$ cat config.mk
export PLATFORM = sky130hd
export DESIGN_NAME = spi_master_tx
export DESIGN_NICKNAME = d
export VERILOG_FILES = /design/src/rtl/spi_master_tx_pkg.sv /design/src/rtl/spi_master_tx_clk_div.sv /design/src/rtl/spi_master_tx.sv
export SDC_FILE = /design/constraint.sdc
export NUM_CORES = 1
export LEC_CHECK = 0
export CAP_MARGIN = 5
export CORE_ASPECT_RATIO = 0.5
export CORE_MARGIN = 2
export CORE_UTILIZATION = 43
export DETAILED_ROUTE_END_ITERATION = 6
export HOLD_SLACK_MARGIN = 0.06
export PLACE_DENSITY = 0.7
export SYNTH_ARGS = -nofsm -noshare
export SYNTH_HDL_FRONTEND = slang
export SYNTH_SLANG_ARGS = --single-unit
$ cat constraint.sdc
create_clock -name clk -period 1.4 [get_ports clk]
set_input_delay 0.21 -clock clk [delete_from_list [all_inputs] [get_ports clk]]
set_output_delay 0.21 -clock clk [all_outputs]
set_load 0.05 [all_outputs]
$ cat src/rtl/spi_master_tx_pkg.sv
// Shared SPI definitions: the frame state encoding and the default word width,
// used by the master transmit path and the slave side.
package spi_master_tx_pkg;

  localparam int unsigned SPI_DATA_WIDTH = 12;

  typedef enum logic [2:0] {
    ST_IDLE  = 3'd0,
    ST_LOW   = 3'd1,
    ST_HIGH  = 3'd2,
    ST_TRAIL = 3'd3,
    ST_GAP   = 3'd4
  } spi_state_e;

endpackage

$ cat src/rtl/spi_master_tx_clk_div.sv
// sck half-period timer: counts 0..CLK_DIV-1 while enabled and strobes phase_end_o
// on the last count. clr_i restarts the count whenever the frame FSM changes state.
module spi_master_tx_clk_div #(
  parameter int unsigned CLK_DIV = 4
) (
  input  logic clk,
  input  logic rst,
  input  logic en_i,
  input  logic clr_i,
  output logic phase_end_o
);

  localparam int unsigned    CW   = (CLK_DIV > 1) ? $clog2(CLK_DIV) : 1;
  localparam logic [CW-1:0]  LAST = CW'(CLK_DIV - 1);

  logic [CW-1:0] cnt_q, cnt_d;

  // next count: held at zero when idle or on a state change
  always_comb begin
    cnt_d = cnt_q;
    if (!en_i || clr_i) begin
      cnt_d = '0;
    end else begin
      cnt_d = cnt_q + CW'(1);
    end
  end

  // count register with synchronous active-low reset
  always_ff @(posedge clk) begin
    if (!rst) begin
      cnt_q <= '0;
    end else begin
      cnt_q <= cnt_d;
    end
  end

  assign phase_end_o = en_i && (cnt_q == LAST);

endmodule

$ cat src/rtl/spi_master_tx.sv
// SPI mode-0 master transmitter: shifts DATA_WIDTH-bit words out MSB first on mosi,
// generating sck and active-low ssel, with a valid/ready input and a done pulse.
module spi_master_tx
  import spi_master_tx_pkg::*;
#(
  parameter int unsigned DATA_WIDTH = SPI_DATA_WIDTH,
  parameter int unsigned CLK_DIV    = 4
) (
  input  logic                  clk,
  input  logic                  rst,
  input  logic [DATA_WIDTH-1:0] tx_data,
  input  logic                  tx_valid,
  output logic                  tx_ready,
  output logic                  sck,
  output logic                  ssel,
  output logic                  mosi,
  output logic                  busy,
  output logic                  done
);

  localparam int unsigned   BW       = $clog2(DATA_WIDTH);
  localparam logic [BW-1:0] LAST_BIT = BW'(DATA_WIDTH - 1);

  spi_state_e            state_q, state_d;
  logic [DATA_WIDTH-1:0] shift_q, shift_d;
  logic [BW-1:0]         bit_cnt_q, bit_cnt_d;
  logic                  sck_q, sck_d;
  logic                  ssel_q, ssel_d;
  logic                  mosi_q, mosi_d;
  logic                  done_q, done_d;
  logic                  phase_end_s;
  logic                  state_chg_s;

  assign state_chg_s = (state_d != state_q);

  spi_master_tx_clk_div #(
    .CLK_DIV (CLK_DIV)
  ) u_clk_div (
    .clk         (clk),
    .rst         (rst),
    .en_i        (state_q != ST_IDLE),
    .clr_i       (state_chg_s),
    .phase_end_o (phase_end_s)
  );

  // frame sequencing; mosi only moves at accept or together with the sck fall
  always_comb begin
    state_d   = state_q;
    shift_d   = shift_q;
    bit_cnt_d = bit_cnt_q;
    sck_d     = sck_q;
    ssel_d    = ssel_q;
    mosi_d    = mosi_q;
    done_d    = 1'b0;
    case (state_q)
      ST_IDLE: begin
        if (tx_valid) begin
          shift_d   = tx_data;
          mosi_d    = tx_data[DATA_WIDTH-1];
          ssel_d    = 1'b0;
          bit_cnt_d = '0;
          state_d   = ST_LOW;
        end else begin
          state_d   = ST_IDLE;
        end
      end
      ST_LOW: begin
        if (phase_end_s) begin
          sck_d   = 1'b1;
          state_d = ST_HIGH;
        end else begin
          state_d = ST_LOW;
        end
      end
      ST_HIGH: begin
        if (phase_end_s) begin
          sck_d     = 1'b0;
          bit_cnt_d = bit_cnt_q + BW'(1);
          if (bit_cnt_q == LAST_BIT) begin
            mosi_d  = 1'b0;
            state_d = ST_TRAIL;
          end else begin
            shift_d = {shift_q[DATA_WIDTH-2:0], 1'b0};
            mosi_d  = shift_q[DATA_WIDTH-2];
            state_d = ST_LOW;
          end
        end else begin
          state_d = ST_HIGH;
        end
      end
      ST_TRAIL: begin
        if (phase_end_s) begin
          ssel_d  = 1'b1;
          done_d  = 1'b1;
          state_d = ST_GAP;
        end else begin
          state_d = ST_TRAIL;
        end
      end
      ST_GAP: begin
        if (phase_end_s) begin
          state_d = ST_IDLE;
        end else begin
          state_d = ST_GAP;
        end
      end
      default: begin
        state_d = ST_IDLE;
        sck_d   = 1'b0;
        ssel_d  = 1'b1;
        mosi_d  = 1'b0;
      end
    endcase
  end

  // state and output registers; reset aborts any frame in flight
  always_ff @(posedge clk) begin
    if (!rst) begin
      state_q   <= ST_IDLE;
      shift_q   <= '0;
      bit_cnt_q <= '0;
      sck_q     <= 1'b0;
      ssel_q    <= 1'b1;
      mosi_q    <= 1'b0;
      done_q    <= 1'b0;
    end else begin
      state_q   <= state_d;
      shift_q   <= shift_d;
      bit_cnt_q <= bit_cnt_d;
      sck_q     <= sck_d;
      ssel_q    <= ssel_d;
      mosi_q    <= mosi_d;
      done_q    <= done_d;
    end
  end

  assign tx_ready = (state_q == ST_IDLE);
  assign busy     = (state_q != ST_IDLE);
  assign sck      = sck_q;
  assign ssel     = ssel_q;
  assign mosi     = mosi_q;
  assign done     = done_q;

endmodule

**Word-level counts from Yosys, hierarchy flattened**

Cells that the tools add are included.

- Flip-flop bits (word level): 24
- Input port bits: 15
- Output and inout port bits: 6
- Word-level logic and storage cells: 66

- Add/sub/neg operators: 2
- Eq/ne operators: 12
- Multiplexer cells: 24
- Bitwise logic cells: 4
- Reduce and logical (&&, ||, !) cells: 16

Operators by type and width:

| cell | number |
|---|---|
| $mux 11 | 3 |
| $pmux 11 s2 | 1 |
| $pmux 3 s5 | 1 |
| $reduce_and 3->1 | 4 |
| $ne 2x2->1 const B | 5 |
| $mux 3 | 3 |
| $pmux 1 s3 | 3 |
| $reduce_or 3->1 | 3 |
| $mux 1 | 8 |
| $mux 4 | 2 |
| $pmux 4 s2 | 1 |
| $eq 3x2->1 const B | 2 |
| $add 4x1->4 const B | 1 |
| $eq 4x4->1 const B | 1 |
| $mux 2 | 2 |
| $not 1->1 | 4 |
| $reduce_and 4->1 | 1 |
| $eq 3x1->1 const B | 1 |
| $eq 3x3->1 const B | 1 |
| $logic_not 3->1 | 1 |
| $ne 3x3->1 | 1 |
| $reduce_bool 3->1 | 1 |
| $add 2x1->2 const B | 1 |
| $eq 2x2->1 const B | 1 |
| other kinds (6) | 6 |

**Depth between registers and ports, before layout**

Gate-level depths: netlist of run 1.

- Depth after elaboration: 7
- Gate-level depth with buffers: 5
- Depth with buffers taken out: 4

**Modules after synthesis**

Synthesis of run 1 repeated with hierarchy kept, for this count alone.

- Cells, all modules: 132
- Area, all modules: 1218.7 um^2

Modules (own cells, without submodules):

| module | instances | cells an instance | area each (um^2) | seq. area each (um^2) |
|---|---|---|---|---|
| spi_master_tx | 1 | 126 | 1137.3 | 440.4 |
| spi_master_tx_clk_div | 1 | 6 | 81.3 | 40.0 |

**Worst setup path after synthesis of run 1**

No wires, ideal clock.

- Kind: flip-flop to flip-flop
- From: reg state_q[0]
- To: reg u_clk_div.cnt_q[1]
- Library setup time: 133 ps
- Arrival: 2461 ps
- Setup slack: -1194 ps
- Stages on the path, launching flop included: 6
- Buffers on the path: 1
- Clock period less this slack: 2594 ps
- Path through: dfxtp_1 -> buf_2 -> nor3_1 -> inv_1 -> nand2_1 -> nor4b_1

RTL lines:

| item | RTL line | source |
|---|---|---|
| from (decl) | spi_master_tx.sv:24 | `spi_state_e state_q, state_d;` |
| from (signal assigned) | spi_master_tx.sv:127 | `state_q <= state_d;` |
| $logic_not 3->1 | -- |  |
| named net tx_ready | spi_master_tx.sv:13 | `output logic tx_ready,` |
| $pmux 3 s5 | spi_master_tx.sv:55 | `case (state_q)` |
| $ne 3x3->1 | spi_master_tx.sv:34 | `assign state_chg_s = (state_d != state_q);` |
| $logic_or 1x1->1 | spi_master_tx_clk_div.sv:21 | `if (!en_i \|\| clr_i) begin` |
| $reduce_or 2->1 (no line) | -- |  |
| to (signal assigned) | spi_master_tx_clk_div.sv:33 | `cnt_q <= cnt_d;` |
| to (decl) | spi_master_tx_clk_div.sv:16 | `logic [CW-1:0] cnt_q, cnt_d;` |

The timed path passes the listed nets, and every way through them passes these cells.
A chain may end at the register's enable or synchronous reset.

**Worst setup path after layout of run 1**

- From: reg u_clk_div.cnt_q[0]
- To: reg shift_q[1]

- Word-level cells in the longest chain between the ends: 4

RTL lines:

| item | RTL line | source |
|---|---|---|
| $eq 2x2->1 | spi_master_tx_clk_div.sv:37 | `assign phase_end_o = en_i && (cnt_q == LAST);` |
| $logic_and 1x1->1 | spi_master_tx_clk_div.sv:37 |  |
| $ne 2x2->1 (no line) | -- |  |
| $reduce_and 4->1 (no line) | -- |  |
| to (signal assigned) | spi_master_tx.sv:128 | `shift_q <= shift_d;` |
| to (decl) | spi_master_tx.sv:25 | `logic [DATA_WIDTH-1:0] shift_q, shift_d;` |

Every way passes these cells.

==> flow_summary.json, run 1 <==
{
  "skew_ps": 4.19,
  "power_density_mw_per_mm2": 797,
  "arrival_ps": 1660,
  "peakVddDrop_mv": 0.499,
  "yosysSeqAreaShare": 0.394,
  "path_depth": 4,
  "status": "complete, but fails checks",
  "area_growth_pct": 60.4,
  "path_delay_family": "simple AND/OR/NAND/NOR gates",
  "grt_util_met1": 0.262,
  "die_area_mm2": 0.00330,
  "period_needed_ps": 1510,
  "post-route-drc-count": 0,
  "die_y_um": 41.6,
  "cp_max_fo": 5,
  "crit_type": "reg -> reg",
  "drt_iter0_markers": 45,
  "yosys.area_share.simple": 0.228,
  "ys_seq_elements": 24,
  "vias_per_cell": 5.57,
  "syn_inst": 132,
  "setup_slack_ps": -110,
  "gp_congestion": 0.763,
  "fp.dieW_um": 79.3,
  "grt_max_degree": 15,
  "crit_required_ps": 1550,
  "met3_usage": 0.0478,
  "synth_compound_area_frac": 0.206,
  "whs_path_depth": 1,
  "htree_levels": 1,
  "top_usage_layer": "met2",
  "path_clk_slew_ps": 80,
  "fin_nets": 196,
  "synth-main-ff-cell": "dfxtp_1",
  "leakagePower_nw": 0.732,
  "avgSynthCellArea_um2": 9.23,
  "cts.sinks": 24,
  "grt_pass1_wl_mm": 5.29,
  "avgRoutedWirePerCell_um": 15.8,
  "yosysWarningCount": 0,
  "rows": 13,
  "whs_ps": 444,
  "syn-cell-area_mm2": 0.00122,
  "initial_core_util": 0.460,
  "tritoncts": "yes",
  "cp_cell_sequence": "ha_4 > or4bb_4 > o21ai_4 > a221oi_1",
  "synth_top_family_by_area": "simple AND/OR/NAND/NOR gates",
  "cts_made_buffers": 3,
  "rsz0062_at_grt": "true",
  "tightest_slew_ps": 275,
  "grt_pass1_vias": 1164,
  "critPathBufInv": 0,
  "drive_above_1_share": 0.376,
  "dr.pass1.iters": 4,
  "antenna_left": 0,
  "synthAdderAreaFrac": 0.0205,
  "io_pins": 21,
  "synth_edf_count": 0,
  "hpwl_mm": 1.96,
  "synth.distinct_cells": 43,
  "antenna_found_initial": 0,
  "hold_violations": 0,
  "insertion_delay_ps": 270,
  "cp-start-kind": "flip-flop",
  "fmax_ghz": 0.662,
  "cp-end-kind": "flip-flop",
  "rr_worst_depth": 4,
  "syn_nets": 149,
  "grtUsageTotal": 0.204,
  "cts_buffer_depth": 2,
  "violations": "setup timing",
  "fp.coreArea_mm2": 0.00265,
  "synth.area.mux_share": 0.0903,
  "num_antenna_cells": 0,
  "wl_mm": 3.39,
  "final_util": 0.737,
  "finalCritPeriodShare": 1.08,
  "min_path_type": "reg -> reg",
  "crit_slowest_cell": "or4bb_4",
  "cts_root_buf": "clkbuf_8",
  "cp_slowest_stage_delay_ps": 520,
  "drv_slew": 0,
  "async_reset_ff_frac": 0,
  "maxCapViolations": 0,
  "synth_xor_area_frac": 0,
  "grt.overflow.total": 0,
  "totalPowerFinal_w": 0.00156,
  "vias": 1197,
  "met2_usage": 0.349,
  "portBuffers": 20,
  "max-slew-margin-rel": 0.814,
  "setup_violations": 13
}
==> power by group <==
part	switching [W]	internal, W
clock network	0.000216	0.000251
logic	0.000161	0.000187
registers	0.0000265	0.000716
==> registers in the layout (all words and copies together), names as in the netlist <==
name and flops:
bit_cnt_q 4, sck 1, ssel 1, mosi 1, shift_q 11, u_clk_div.cnt_q 2
done 1, state_q 3
==> logic make-up (layout without fill, tap and decap cells) <==
| logic type | after synthesis | after routing |
|---|---|---|
| AO/OA/AOI/OAI | 35 | 36 |
| adder cells (fa/ha/maj) | 2 | 2 |
| buffers and inverters | 15 | 60 |
| flip-flops | 24 | 24 |
| multiplexers | 11 | 11 |
| AND/OR/NAND/NOR | 45 | 45 |
==> cell usage after synthesis, drive strengths merged (2+ instances only) <==
cell type,n,share of area
nor4,2,0.010
o31ai,2,0.012
nand3b,2,0.012
dfxtp,24,0.39
mux2i,11,0.090
nand2b,2,0.010
nand2,5,0.015
nor2,14,0.043
a221oi,10,0.072
nor4b,3,0.034
buf,7,0.036
ha,2,0.021
o21ai,5,0.024
nor2b,2,0.010
a21oi,9,0.037
or4,2,0.012
nor3,2,0.0082
inv,3,0.0092
nor3b,2,0.012
clkbuf,4,0.012
==> metal layers <==
| metal | routed length, um | vias to the layer above |
|---|---|---|
| met1 | 1560 | 570 |
| met2 | 1650 | 26 |
| met4 | 47 | 0 |
| met3 | 132 | 6 |
| li1 | - | 595 |
| met5 | 0 | - |
==> final timing paths <==
| kind | startpoint | endpoint | slack [ps] |
|---|---|---|---|
| setup / recovery | u_clk_div.cnt_q[0]$_SDFF_PP0_ | shift_q[1]$_SDFFE_PN0P_ | -110 |
| hold / removal | u_clk_div.cnt_q[0]$_SDFF_PP0_ | u_clk_div.cnt_q[0]$_SDFF_PP0_ | 440 |
| setup reg to reg | u_clk_div.cnt_q[0]$_SDFF_PP0_ | shift_q[1]$_SDFFE_PN0P_ | -110 |
| hold reg to reg | u_clk_div.cnt_q[0]$_SDFF_PP0_ | u_clk_div.cnt_q[0]$_SDFF_PP0_ | 440 |
==> layout make-up <==
cell class                 count  area, um2
multi-input combinational     94        798
inverter                       4       15.0
sequential                    24        495
clock buffer                   4       55.1
fill                         178        697
timing repair buffer          52        544
tap                           37       46.3
==> cell usage in the layout (no fill, tap or decap), types with 3 or more instances in the layout <==
master and n:
o21ai_0 4, clkdlybuf4s50_1 14, nand2_1 5, mux2i_1 10
buf_6 3, a21oi_1 9, buf_12 8, clkbuf_8 4
dfxtp_4 3, nor2_1 14, a221oi_2 5, dfxtp_1 18
dfxtp_2 3, a221oi_1 5, buf_4 26
==> stage by stage <==
step	cells	cell area [um2]	setup slack [ps]	setup TNS, ps
after floorplan	132	1240	-281	-1920
after global placement	200	1670	-242	-3410
after detailed placement	200	1670	-298	-3960
after CTS	211	1870	-70.5	-551
after global routing	215	1950	-147	-1490
final	215	1950	-110	-925
==> what timing repair did <==
action                     4_1_cts  5_1_grt
pin swaps                        5        4
setup endpoints to repair       19       17
gates resized for setup         25       11
hold buffers                     0        0
cloned                           1        0
buffers inserted                 6        4
(Power assumes the default switching activity.)
==> run 2, diff against run 1 <==
Settings changed: SYNTH_HIERARCHICAL set to 1.
==> flow_summary.json, run 2 <==
{
  "status": "complete, but fails checks",
  "violations": "setup timing",
  "hold_start": "shift_q[0]$_SDFFE_PN0P_",
  "rsz0062_at_grt": "true",
  "grt_pass1_vias": 1028,
  "cts.sinks": 24,
  "power_density_mw_per_mm2": 853,
  "maxCapViolations": 0,
  "fmax_ghz": 0.627,
  "p_seq_frac": 0.479,
  "grt_max_degree": 22,
  "whs_endpoint": "shift_q[0]$_SDFFE_PN0P_",
  "avgRoutedWirePerCell_um": 13.1,
  "synth_top_area_frac": 0.394,
  "dr.pass1.iters": 4,
  "whs_path_depth": 2,
  "die_y_um": 41.6,
  "cp_slowest_stage_delay_ps": 350,
  "finalCritPeriodShare": 1.14,
  "async_reset_ff_frac": 0,
  "portBuffers": 20,
  "cts_made_buffers": 3,
  "p_int_w": 0.00115,
  "grt_pass1_wl_mm": 4.52,
  "avgSynthCellArea_um2": 9.23,
  "yosysWarningCount": 6,
  "layout_commonest_cell": "dfxtp_1",
  "crit_required_ps": 1610,
  "hpwl_mm": 1.79,
  "synth.distinct_cells": 34,
  "skew_ps": 3.28,
  "synth_area_leaders": "dfxtp_1 39%, a211oi_2 11%, mux2i_1 9.0%",
  "stdcell_count": 206,
  "grt.overflow.total": 0,
  "cp-end-kind": "flip-flop",
  "setup_violations": 26,
  "max-slew-margin-rel": 0.770,
  "syn_inst": 132,
  "post-route-drc-count": 0,
  "drive_above_1_share": 0.396,
  "totalNegativeSetupSlack_ps": -3760,
  "cp_max_fo": 21,
  "antenna_found_initial": 0,
  "syn-cell-area_mm2": 0.00122,
  "synthTopCellsByCount": "24 x dfxtp_1, 15 x nor2_1, 11 x a211oi_2, 11 x mux2i_1, 10 x nand2_1",
  "seq_area_um2": 484,
  "wl_mm": 2.71,
  "leakagePower_nw": 0.690,
  "combPwrFrac": 0.221,
  "path_clk_slew_ps": 80,
  "io_pins": 21,
  "yosysMostFrequentCell": "dfxtp_1",
  "cts_root_buf": "clkbuf_8",
  "vias": 1081,
  "path_delay_family": "simple AND/OR/NAND/NOR gates",
  "p_switching_w": 0.000404,
  "tightest_slew_ps": 344,
  "num_antenna_cells": 0,
  "cp_cell_sequence": "nor3_4 > clkinvlp_4 > and2_4 > mux2i_4 > a211oi_2 > buf_12 > nand2b_4 > a21oi_2",
  "fp.coreArea_mm2": 0.00265,
  "insertion_delay_ps": 260,
  "syn_nets": 149,
  "arrival_ps": 1800,
  "timing.rr.start": "state_q[1]$_SDFF_PN0_",
  "yosysSeqAreaShare": 0.394,
  "setup_slack_ps": -195,
  "hold_violations": 0,
  "final_cell_mix": "21 x dfxtp_1, 19 x buf_4, 14 x clkdlybuf4s50_1",
  "p_clk_frac": 0.300,
  "n_fill_cell": 209,
  "die_area_mm2": 0.00330,
  "crit_slowest_cell": "dfxtp_2",
  "tritoncts": "yes",
  "rr_worst_depth": 8,
  "cts_buffer_depth": 2,
  "drt_iter0_markers": 24,
  "swShare": 0.260,
  "period_needed_ps": 1600,
  "vias_per_cell": 5.25,
  "reg_top3": "shift_q (11), bit_cnt_q (4), state_q (3)",
  "peakVddDrop_mv": 0.636,
  "initial_core_util": 0.460,
  "synth_top_cell_by_area": "dfxtp_1",
  "htree_levels": 1,
  "fin_nets": 187,
  "place_ws_ps": -248,
  "whs_ps": 487,
  "grtUsageTotal": 0.170,
  "r2r-end": "shift_q[0]$_SDFFE_PN0P_",
  "crit_type": "reg -> reg",
  "largest_reg_flops": 11,
  "final_util": 0.687,
  "cp-start-kind": "flip-flop",
  "regMostFlops": "shift_q",
  "min_path_type": "reg -> reg",
  "fp.dieW_um": 79.3,
  "antenna_left": 0,
  "synth_edf_count": 0,
  "ys_seq_elements": 24,
  "critPathBufInv": 2,
  "area_growth_pct": 49.4,
  "drv_slew": 0,
  "rows": 13,
  "ff2ff_setup_slack_ps": -200,
  "multiInputGateArea_um2": 761,
  "gp_congestion": 0.732,
  "placed_cells": 197,
  "synth-main-ff-cell": "dfxtp_1"
}
## run 2: power by group through the flow
| stage | clock (W) | combinational (W) | sequential (W) |
|---|---|---|---|
| after floorplan | 0 | 0.000169 | 0.000769 |
| after global placement | 0 | 0.000310 | 0.000759 |
| after detailed placement | 0 | 0.000315 | 0.000759 |
| after CTS | 0.000477 | 0.000323 | 0.000743 |
| after global routing | 0.000512 | 0.000370 | 0.000750 |
| final | 0.000465 | 0.000343 | 0.000744 |
## run 2: worst max path at each step
stage	from	to	slack, ps	depth (start not counted)
6_report	state_q[1]$_SDFF_PN0_	shift_q[0]$_SDFFE_PN0P_	-200	8
5_1_grt	state_q[1]$_SDFF_PN0_	shift_q[0]$_SDFFE_PN0P_	-280	8
4_1_cts	state_q[2]$_SDFF_PN0_	shift_q[0]$_SDFFE_PN0P_	-230	8
3_5_place_dp	tx_valid	shift_q[10]$_SDFFE_PN0P_	-250	6
3_3_place_gp	tx_valid	mosi$_SDFFE_PN0P_	-220	5
2_1_floorplan	state_q[1]$_SDFF_PN0_	mosi$_SDFFE_PN0P_	-1190	9
## run 2: repair_timing
action / in CTS / in global routing
buffers inserted: 0 / 5
hold buffers: 0 / 0
pin swaps: 1 / 9
gates resized for setup: 4 / 13
endpoints found under the setup margin: 24 / 25
## run 2: area by class of cell
cell class              count  area share
multi-input cells          95       0.418
flip-flops and latches     24       0.266
repair buffers             43       0.251
clock buffers               4      0.0302
well taps                  37      0.0254
inverters                   3     0.00962
## run 2: worst reg2reg max path, cell delays in order, from the launching register on
cell        delay, ps
dfxtp_2           350
nor3_4            250
clkinvlp_4        130
and2_4            170
mux2i_4           170
a211oi_2           70
buf_12            180
nand2b_4          140
a21oi_2            90
## run 2: cell families after synthesis
kind of cell	synth area share
simple gates	0.208
mux	0.0996
compound gates	0.213
xor+xnor	0.0144
buf+inv	0.0503
flops	0.394
fa+ha+maj	0.0205
## run 2: stage by stage
step | instance area, um2 | total power, W
2_1_floorplan | 1280 | 0.000937
3_3_place_gp | 1670 | 0.00107
3_5_place_dp | 1670 | 0.00107
4_1_cts | 1740 | 0.00154
5_1_grt | 1820 | 0.00163
6_report | 1820 | 0.00155
## run 2: routing by layer
metal  up-vias  GRT usage  share of wire
li1        546          -              -
met1       511      0.216           0.47
met2        22      0.281           0.48
met3         2     0.0609          0.039
met4         0     0.0379          0.010
met5         -          0              0
==> run 3, diff against run 2 <==
Settings changed: PLACE_DENSITY 0.7 to 0.82.
==> flow_summary.json, run 3 (same netlist as run 2, synthesis figures left out) <==
{
  "status": "complete, but fails checks",
  "violations": "setup timing",
  "r2r-end": "shift_q[0]$_SDFFE_PN0P_",
  "arrival_ps": 1830,
  "crit_required_ps": 1620,
  "dr.pass1.iters": 4,
  "totalNegativeSetupSlack_ps": -3680,
  "finalCritPeriodShare": 1.15,
  "tritoncts": "yes",
  "io_pins": 21,
  "hold_start": "shift_q[0]$_SDFFE_PN0P_",
  "leakagePower_nw": 0.714,
  "die_y_um": 41.6,
  "ff2ff_setup_slack_ps": -210,
  "power_density_mw_per_mm2": 925,
  "grt_pass1_wl_mm": 4.89,
  "reg_top3": "shift_q (11), bit_cnt_q (4), state_q (3)",
  "grt.overflow.total": 0,
  "finalInstanceArea_mm2": 0.00190,
  "fmax_ghz": 0.621,
  "vias_per_cell": 5.53,
  "min_path_type": "reg -> reg",
  "cp_max_fo": 6,
  "peakVddDrop_mv": 0.494,
  "n_fill_cell": 179,
  "vias": 1155,
  "initial_core_util": 0.460,
  "final_util": 0.715,
  "cp_cell_sequence": "nor3_4 > clkinvlp_4 > and2_4 > mux2i_4 > a211oi_4 > buf_6 > nand2b_4 > a21oi_2",
  "drive_above_1_share": 0.459,
  "whs_ps": 497,
  "grtUsageTotal": 0.189,
  "num_antenna_cells": 0,
  "path_clk_slew_ps": 90,
  "cts_root_buf": "clkbuf_8",
  "fp.coreArea_mm2": 0.00265,
  "drv_slew": 0,
  "post-route-drc-count": 0,
  "postPlaceCellArea_mm2": 0.00169,
  "max-slew-margin-rel": 0.815,
  "rr_worst_depth": 8,
  "stdcell_count": 209,
  "crit_type": "reg -> reg",
  "setup_violations": 23,
  "placed_cells": 202,
  "drt_iter0_markers": 51,
  "regMostFlops": "shift_q",
  "setup_slack_ps": -211,
  "maxCapViolations": 0,
  "seq_area_um2": 485,
  "portBuffers": 20,
  "htree_levels": 1,
  "wl_mm": 3.33,
  "grt_pass1_vias": 1096,
  "gp_congestion": 0.870,
  "period_needed_ps": 1610,
  "hold_buffers": 0,
  "area_growth_pct": 55.6,
  "antenna_left": 0,
  "fp.dieW_um": 79.3,
  "skew_ps": 9.70,
  "cp-start-kind": "flip-flop",
  "largest_reg_flops": 11,
  "timing.rr.start": "state_q[0]$_SDFF_PN0_",
  "rows": 13,
  "insertion_delay_ps": 280,
  "fin_nets": 190,
  "cp-end-kind": "flip-flop",
  "crit_slowest_cell": "dfxtp_2",
  "hold_violations": 0,
  "die_area_mm2": 0.00330,
  "tightest_slew_ps": 276,
  "grt_max_degree": 16,
  "whs_endpoint": "shift_q[0]$_SDFFE_PN0P_",
  "cts_made_buffers": 3,
  "cts.sinks": 24,
  "cp_slowest_stage_delay_ps": 350,
  "multiInputGateArea_um2": 801,
  "hpwl_mm": 2.05,
  "antenna_found_initial": 0,
  "final_cell_mix": "20 x dfxtp_1, 20 x buf_4, 14 x clkdlybuf4s50_1",
  "rsz0062_at_grt": "true",
  "whs_path_depth": 2,
  "avgRoutedWirePerCell_um": 15.9,
  "cts_buffer_depth": 2
}
[run 3: cell types whose count changed in the layout (fill, tap and decap cells not counted), moves of 2 or more]
cell     change
a21oi_1      -2
a21oi_2      +2
nor2_2       +4
nor2_1       -4
o21ai_2      -2
[run 3: how the worst max path moves through the flow]
stage	to	startpoint	cells past startpoint	slack, ps
final	shift_q[0]$_SDFFE_PN0P_	state_q[0]$_SDFF_PN0_	8	-210
after global routing	bit_cnt_q[1]$_SDFFE_PN0P_	state_q[0]$_SDFF_PN0_	8	-270
after CTS	shift_q[0]$_SDFFE_PN0P_	state_q[1]$_SDFF_PN0_	8	-200
after detailed placement	ssel$_SDFFE_PN1P_	tx_valid	5	-280
after global placement	mosi$_SDFFE_PN0P_	tx_valid	5	-230
after floorplan	mosi$_SDFFE_PN0P_	state_q[1]$_SDFF_PN0_	9	-1190
[run 3: power by group]
group	internal, W	total [W]	switching [W]
sequential	0.000720	0.000748	0.0000290
combinational	0.000198	0.000381	0.000183
clock	0.000383	0.000625	0.000242
total	0.00130	0.00175	0.000454
[run 3: worst max-delay path: cells and delay by family, from the launching register on]
kind / cells / cell delay, ps
AOI/OAI and AO/OA: 2 / 190
buffers and inverters: 2 / 280
DFF: 1 / 350
muxes: 1 / 210
and+or+nand+nor: 3 / 550
[run 3: layout make-up]
cell class,count,area share
multi-input combinational,95,0.422
sequential,24,0.256
timing repair buffer,46,0.251
tap,37,0.0244
clock buffer,3,0.0218
clock inverter,1,0.0158
inverter,3,0.00923
[run 3: stage by stage]
stage	total power (W)	worst slack (ps)
4_1_cts	0.00172	-195
3_3_place_gp	0.00107	-233
5_1_grt	0.00181	-274
3_5_place_dp	0.00108	-284
6_report	0.00175	-211
2_1_floorplan	0.000937	-1190
[run 3: routing by layer]
layer / up-vias / part of all wire / track usage
met3: 14 / 0.040 / 0.0500
li1: 547 / - / -
met5: - / 0 / 0
met4: 0 / 0.030 / 0.0897
met2: 43 / 0.49 / 0.315
met1: 551 / 0.44 / 0.229
[run 3: what timing repair did]
| action | 4_1_cts | 5_1_grt |
|---|---|---|
| cloned | 0 | 2 |
| gates resized for setup | 12 | 23 |
| endpoints found under the setup margin | 23 | 25 |
| pin swaps | 4 | 8 |
| buffers inserted | 2 | 2 |
